$ cat src/rtl/dmi_wb_pkg.sv
// dmi_wb_pkg: DMI op/response codes and master FSM state encodings
package dmi_wb_pkg;
  typedef enum logic [1:0] {OP_NOP = 2'd0, OP_READ = 2'd1, OP_WRITE = 2'd2, OP_RSV = 2'd3} dmi_op_e;
  typedef enum logic [1:0] {RSP_SUCCESS = 2'd0, RSP_FAILED = 2'd2} dmi_rsp_e;
  typedef enum logic [1:0] {IDLE, BUS, RELEASE, RESP} state_e;
endpackage

$ cat src/rtl/dmi_wb_timeout.sv
// dmi_wb_timeout: bus-cycle counter, expired during the LIMIT-th enabled cycle
module dmi_wb_timeout #(
  parameter int LIMIT = 255
) (
  input  logic clk_i,
  input  logic rst_i,
  input  logic clr,
  input  logic en,
  output logic expired
);
  localparam int W = $clog2(LIMIT + 1);
  logic [W-1:0] cnt;
  assign expired = cnt == W'(LIMIT - 1);
  always_ff @(posedge clk_i) begin
    if (!rst_i || clr) cnt <= '0;
    else if (en && !expired) cnt <= cnt + W'(1);
  end
endmodule

$ cat src/rtl/dmi_wishbone_master.sv
// dmi_wishbone_master: turns DMI requests into single Wishbone cycles with timeout
module dmi_wishbone_master
  import dmi_wb_pkg::*;
#(
  parameter int TIMEOUT_CYCLES = 255,
  parameter int ADDR_W = 7
) (
  input  logic              clk_i,
  input  logic              rst_i,
  input  logic              req_valid_i,
  output logic              req_ready_o,
  input  logic [1:0]        req_op_i,
  input  logic [ADDR_W-1:0] req_addr_i,
  input  logic [31:0]       req_data_i,
  output logic              rsp_valid_o,
  input  logic              rsp_ready_i,
  output logic [1:0]        rsp_op_o,
  output logic [31:0]       rsp_data_o,
  output logic [31:0]       wb_addr_o,
  output logic [63:0]       wb_data_o,
  output logic              wb_we_o,
  output logic              wb_cyc_o,
  output logic              wb_stb_o,
  input  logic [63:0]       wb_data_i,
  input  logic              wb_ack_i,
  output logic              busy_o
);
  state_e state, state_n;
  logic armed, accept, expired, unused_hi;
  logic [1:0] op, rsp_op, rsp_op_n;
  logic [ADDR_W-1:0] addr;
  logic [31:0] data, rsp_data, rsp_data_n;
  // armed keeps req_ready low while reset is held, even though state is IDLE
  assign req_ready_o = armed && state == IDLE;
  assign accept = req_valid_i && req_ready_o;
  assign wb_cyc_o = state == BUS;
  assign wb_stb_o = state == BUS;
  assign wb_we_o = state == BUS && op == OP_WRITE;
  assign wb_addr_o = state == BUS ? 32'(addr) : '0;
  assign wb_data_o = wb_we_o ? {32'b0, data} : '0;
  assign rsp_valid_o = state == RESP;
  assign rsp_op_o = rsp_op;
  assign rsp_data_o = rsp_data;
  assign busy_o = state != IDLE;
  assign unused_hi = ^wb_data_i[63:32];
  dmi_wb_timeout #(.LIMIT(TIMEOUT_CYCLES)) u_timeout (
    .clk_i(clk_i),
    .rst_i(rst_i),
    .clr(state != BUS),
    .en(state == BUS),
    .expired(expired)
  );
  always_ff @(posedge clk_i) begin
    if (!rst_i) begin
      state <= IDLE;
      armed <= 1'b0;
      op <= OP_NOP;
      addr <= '0;
      data <= '0;
      rsp_op <= RSP_SUCCESS;
      rsp_data <= '0;
    end else begin
      state <= state_n;
      armed <= 1'b1;
      rsp_op <= rsp_op_n;
      rsp_data <= rsp_data_n;
      if (accept) begin
        op <= req_op_i;
        addr <= req_addr_i;
        data <= req_data_i;
      end
    end
  end
  always_comb begin
    state_n = state;
    rsp_op_n = rsp_op;
    rsp_data_n = rsp_data;
    case (state)
      IDLE: if (accept) begin
        state_n = (req_op_i == OP_READ || req_op_i == OP_WRITE) ? BUS : RESP;
        rsp_op_n = req_op_i == OP_RSV ? RSP_FAILED : RSP_SUCCESS;
        rsp_data_n = '0;
      end
      BUS: if (wb_ack_i) begin
        state_n = RELEASE;
        rsp_op_n = RSP_SUCCESS;
        rsp_data_n = op == OP_READ ? wb_data_i[31:0] : '0;
      end else if (expired) begin
        state_n = RELEASE;
        rsp_op_n = RSP_FAILED;
        rsp_data_n = '0;
      end
      RELEASE: state_n = wb_ack_i ? RELEASE : RESP;
      RESP: state_n = rsp_ready_i ? IDLE : RESP;
      default: state_n = IDLE;
    endcase
  end
endmodule

$ cat config.mk
export PLATFORM = sky130hd
export DESIGN_NAME = dmi_wishbone_master
export DESIGN_NICKNAME = d
export VERILOG_FILES = /design/src/rtl/dmi_wb_pkg.sv /design/src/rtl/dmi_wb_timeout.sv /design/src/rtl/dmi_wishbone_master.sv
export SDC_FILE = /design/constraint.sdc
export NUM_CORES = 1
export LEC_CHECK = 0
export ABC_AREA = 1
export CAP_MARGIN = 20
export CORE_MARGIN = 3
export CORE_UTILIZATION = 42
export DETAILED_ROUTE_END_ITERATION = 8
export GPL_TIMING_DRIVEN = 0
export PLACE_DENSITY = 0.87
export SLEW_MARGIN = 10
export SYNTH_ARGS = -nofsm -noshare
export SYNTH_HDL_FRONTEND = slang
export SYNTH_SLANG_ARGS = --single-unit
$ cat constraint.sdc
create_clock -name clk_i -period 2.3 [get_ports clk_i]
set_input_delay 0.23 -clock clk_i [delete_from_list [all_inputs] [get_ports clk_i]]
set_output_delay 0.23 -clock clk_i [all_outputs]
set_load 0.05 [all_outputs]
==> flow_summary.yaml <==
routing:
  wl_mm: 11.60
  via_count: 4285
  ant_nets: 0
  wl_per_cell_um: 12.02
  drc_errors: 0
  vias_per_cell: 4.440
  drt_iter0_drc: 178
  first_pass_iters: 4
clock_tree:
  cts.sinks: 85
  numCtsBuffers: 9
  cts_tree: "done"
  cts.clk_slew.worst_paths_ns: 0.08
  htree_levels: 3
  clockRootBuffer: "clkbuf_8"
  ctsLongestPathBuffers: 2
  clkLatencyLatePin_ns: 0.34
cells_and_area:
  drive_above_1_share_pct: 21.27
  regArea_mm2: 0.001702
  n_fill_cell: 877
  multiInputGateArea_mm2: 0.001972
  area_growth_pct: 48.87
  fin_nets: 940
  antenna_cells: 0
setup_path:
  crit_path_max_fanout: 4
  end_kind: "primary output"
  rrSetupSlack_ns: 0.74
  arrival_ns: 1.94
  cp_data_required_time_ns: 2.07
  critical_path_class: "reg -> out"
  crit_path_start_kind: "flip-flop"
floorplanning:
  initial_core_util_pct: 43.54
  chipHeight_um: 106.9
  die_x_um: 106.9
  core_region_area_mm2: 0.009819
  io_pins: 246
  row_count: 36
  die-area_mm2: 0.01143
timing:
  setup_violations: 0
  drv_slew: 0
  max_slew_margin_pct: 63.78
  max_slew.worst_pin.slew_ns: 0.5416
  fin_skew_ns: 0.009692
  fin_crit_ns: 2.166
  fin_setup_tns_ns: 0
  layout_setup_ws_ns: 0.1345
  fmax_mhz: 461.8
  final-hold-violation-count: 0
  rsz0062_at_grt: "false"
  fin_crit_sh_pct: 94.15
global_routing:
  first_global_vias: 3847
  grt_max_degree: 15
  grt_usage_pct: 20.00
  grt_pass1_wl_mm: 18.57
  antenna_found_initial: 0
  grt.overflow.total: 0
power_and_ir_drop:
  p_leak_nw: 2.827
  ir_drop_mv: 0.5478
  power_frac_comb_pct: 52.4
  p_clk_share_pct: 16.8
  sw_frac_of_total_pct: 44.66
  seq_power_share_pct: 30.8
  net-switching-power_mw: 2.826
  p_int_mw: 3.502
  power_density_mw_per_mm2: 994.1
placed_design:
  preCtsSetupSlack_ns: -0.1538
  portBuffers: 155
  gp_congestion: 0.8349
  dp_hpwl_mm: 8.881
yosys:
  ys_ff_latch: 85
  synth_edf_count: 0
  synth_seq_area_share_pct: 39.80
  synth-main-ff-cell: "dfxtp_1"
  synthesis.instances: 602
  yosys_warnings: 0
  synth_top_area_cell: "dfxtp_1"
  syn_area_mm2: 0.004275
  synthTopCellsByArea: "dfxtp_1 40%, buf_4 12%, a21oi_1 9.4%"
  async_flop_share_pct: 0
  synthMostInstantiatedCell: "nand2_1"
  synth_top_area_share_pct: 39.80
  ys_types: 27
  synth_common_cells: "97 x nand2_1, 85 x dfxtp_1, 82 x nor2_1, 80 x a21oi_1, 66 x buf_4"
  synth_area_per_cell_um2: 7.102
run:
  max_cap_violations: 0
worst_hold_path:
  hp-class: "in -> reg"
outcome:
  status: "finished clean"
[flip-flops by register name, indices dropped and copies added (netlist names)]
name           cells
u_timeout.cnt      8
addr               7
state              2
data              32
rsp_op_o           1
rsp_data_o        32
op                 2
armed              1
[worst paths after layout]
check | depth (start not counted) | end | startpoint
setup / recovery | 5 | wb_stb_o | state[0]$_SDFFE_PN0P_
hold / removal | 1 | armed$_DFF_P_ | rst_i
setup reg to reg | 10 | rsp_data_o[3]$_SDFFE_PN0P_ | state[0]$_SDFFE_PN0P_
hold reg to reg | 2 | data[31]$_SDFFE_PN0P_ | data[31]$_SDFFE_PN0P_
[per-layer routing]
metal,vias up,global-route usage (%),wire (µm)
li1,2231,-,-
met1,1913,25.90,4944
met2,126,34.67,5879
met3,15,3.070,592
met4,0,5.388,179
met5,-,0,0
[stage by stage]
step / power, mW / hold slack, ns / instances / cell area [µm²] / util, %
3_5_place_dp: 5.290 / 0.4443 / 947 / 6304 / 64.19
4_1_cts: 6.346 / 0.3903 / 963 / 6342 / 64.59
3_3_place_gp: 5.245 / 0.4421 / 947 / 6304 / 64.19
6_report: 6.327 / 0.4025 / 965 / 6365 / 64.82
5_1_grt: 6.718 / 0.4044 / 965 / 6365 / 64.82
2_1_floorplan: 4.365 / 0.2577 / 659 / 4586 / -
[cell usage in the layout (no fill, tap or decap), types with 5 or more instances in the layout]
cell,synthesis,final
clkdlybuf4s50_1,0,115
nand2_1,97,97
dfxtp_1,85,85
a21oi_1,80,80
buf_4,66,68
conb_1,1,58
inv_1,57,57
nor2_1,82,52
o21ai_0,43,43
buf_2,9,35
nand3_1,35,35
nor2_2,2,29
clkbuf_1,11,12
clkbuf_8,0,10
buf_6,9,9
dlygate4sd2_1,0,8
nor2_4,2,5
[final cells by class]
cell class / count / area share [%]
Multi-Input combinational cell: 418 / 30.98
Sequential cell: 85 / 26.73
Timing Repair Buffer: 157 / 22.17
Buffer: 95 / 10.73
Inverter: 61 / 3.597
Tap cell: 133 / 2.615
Clock buffer: 11 / 2.221
Clock inverter: 5 / 0.9436
[timing repair]
action                                  4_1_cts  5_1_grt
hold buffers                                  0        0
pin swaps                                     0        1
buffers inserted                              0        2
resized for setup                           160        7
endpoints found under the setup margin       40       32
[kinds of logic after synthesis]
family | after synthesis | share of synthesized area, %
fa+ha+maj | 3 | 0.8781
flops | 85 | 39.80
xor+xnor | 2 | 0.4098
compound gates | 126 | 14.95
other cells | 1 | 0.08771
simple gates | 229 | 22.53
buf+inv | 156 | 21.33
[power groups by stage]
stage / sequential, mW / combinational, mW / clock, mW
floorplan: 2.69 / 1.68 / 0
global placement: 1.97 / 3.28 / 0
detailed placement: 1.98 / 3.31 / 0
CTS: 1.95 / 3.30 / 1.09
global route: 1.98 / 3.58 / 1.16
finish: 1.95 / 3.31 / 1.06
[critical path, cell delays in order (launching register included)]
cell and delay, ns:
dfxtp_1 0.36, inv_2 0.08, nor2_4 0.15, buf_4 0.13
buf_4 0.09, clkdlybuf4s50_1 0.79
No activity file was read; power rests on OpenSTA's default activity.
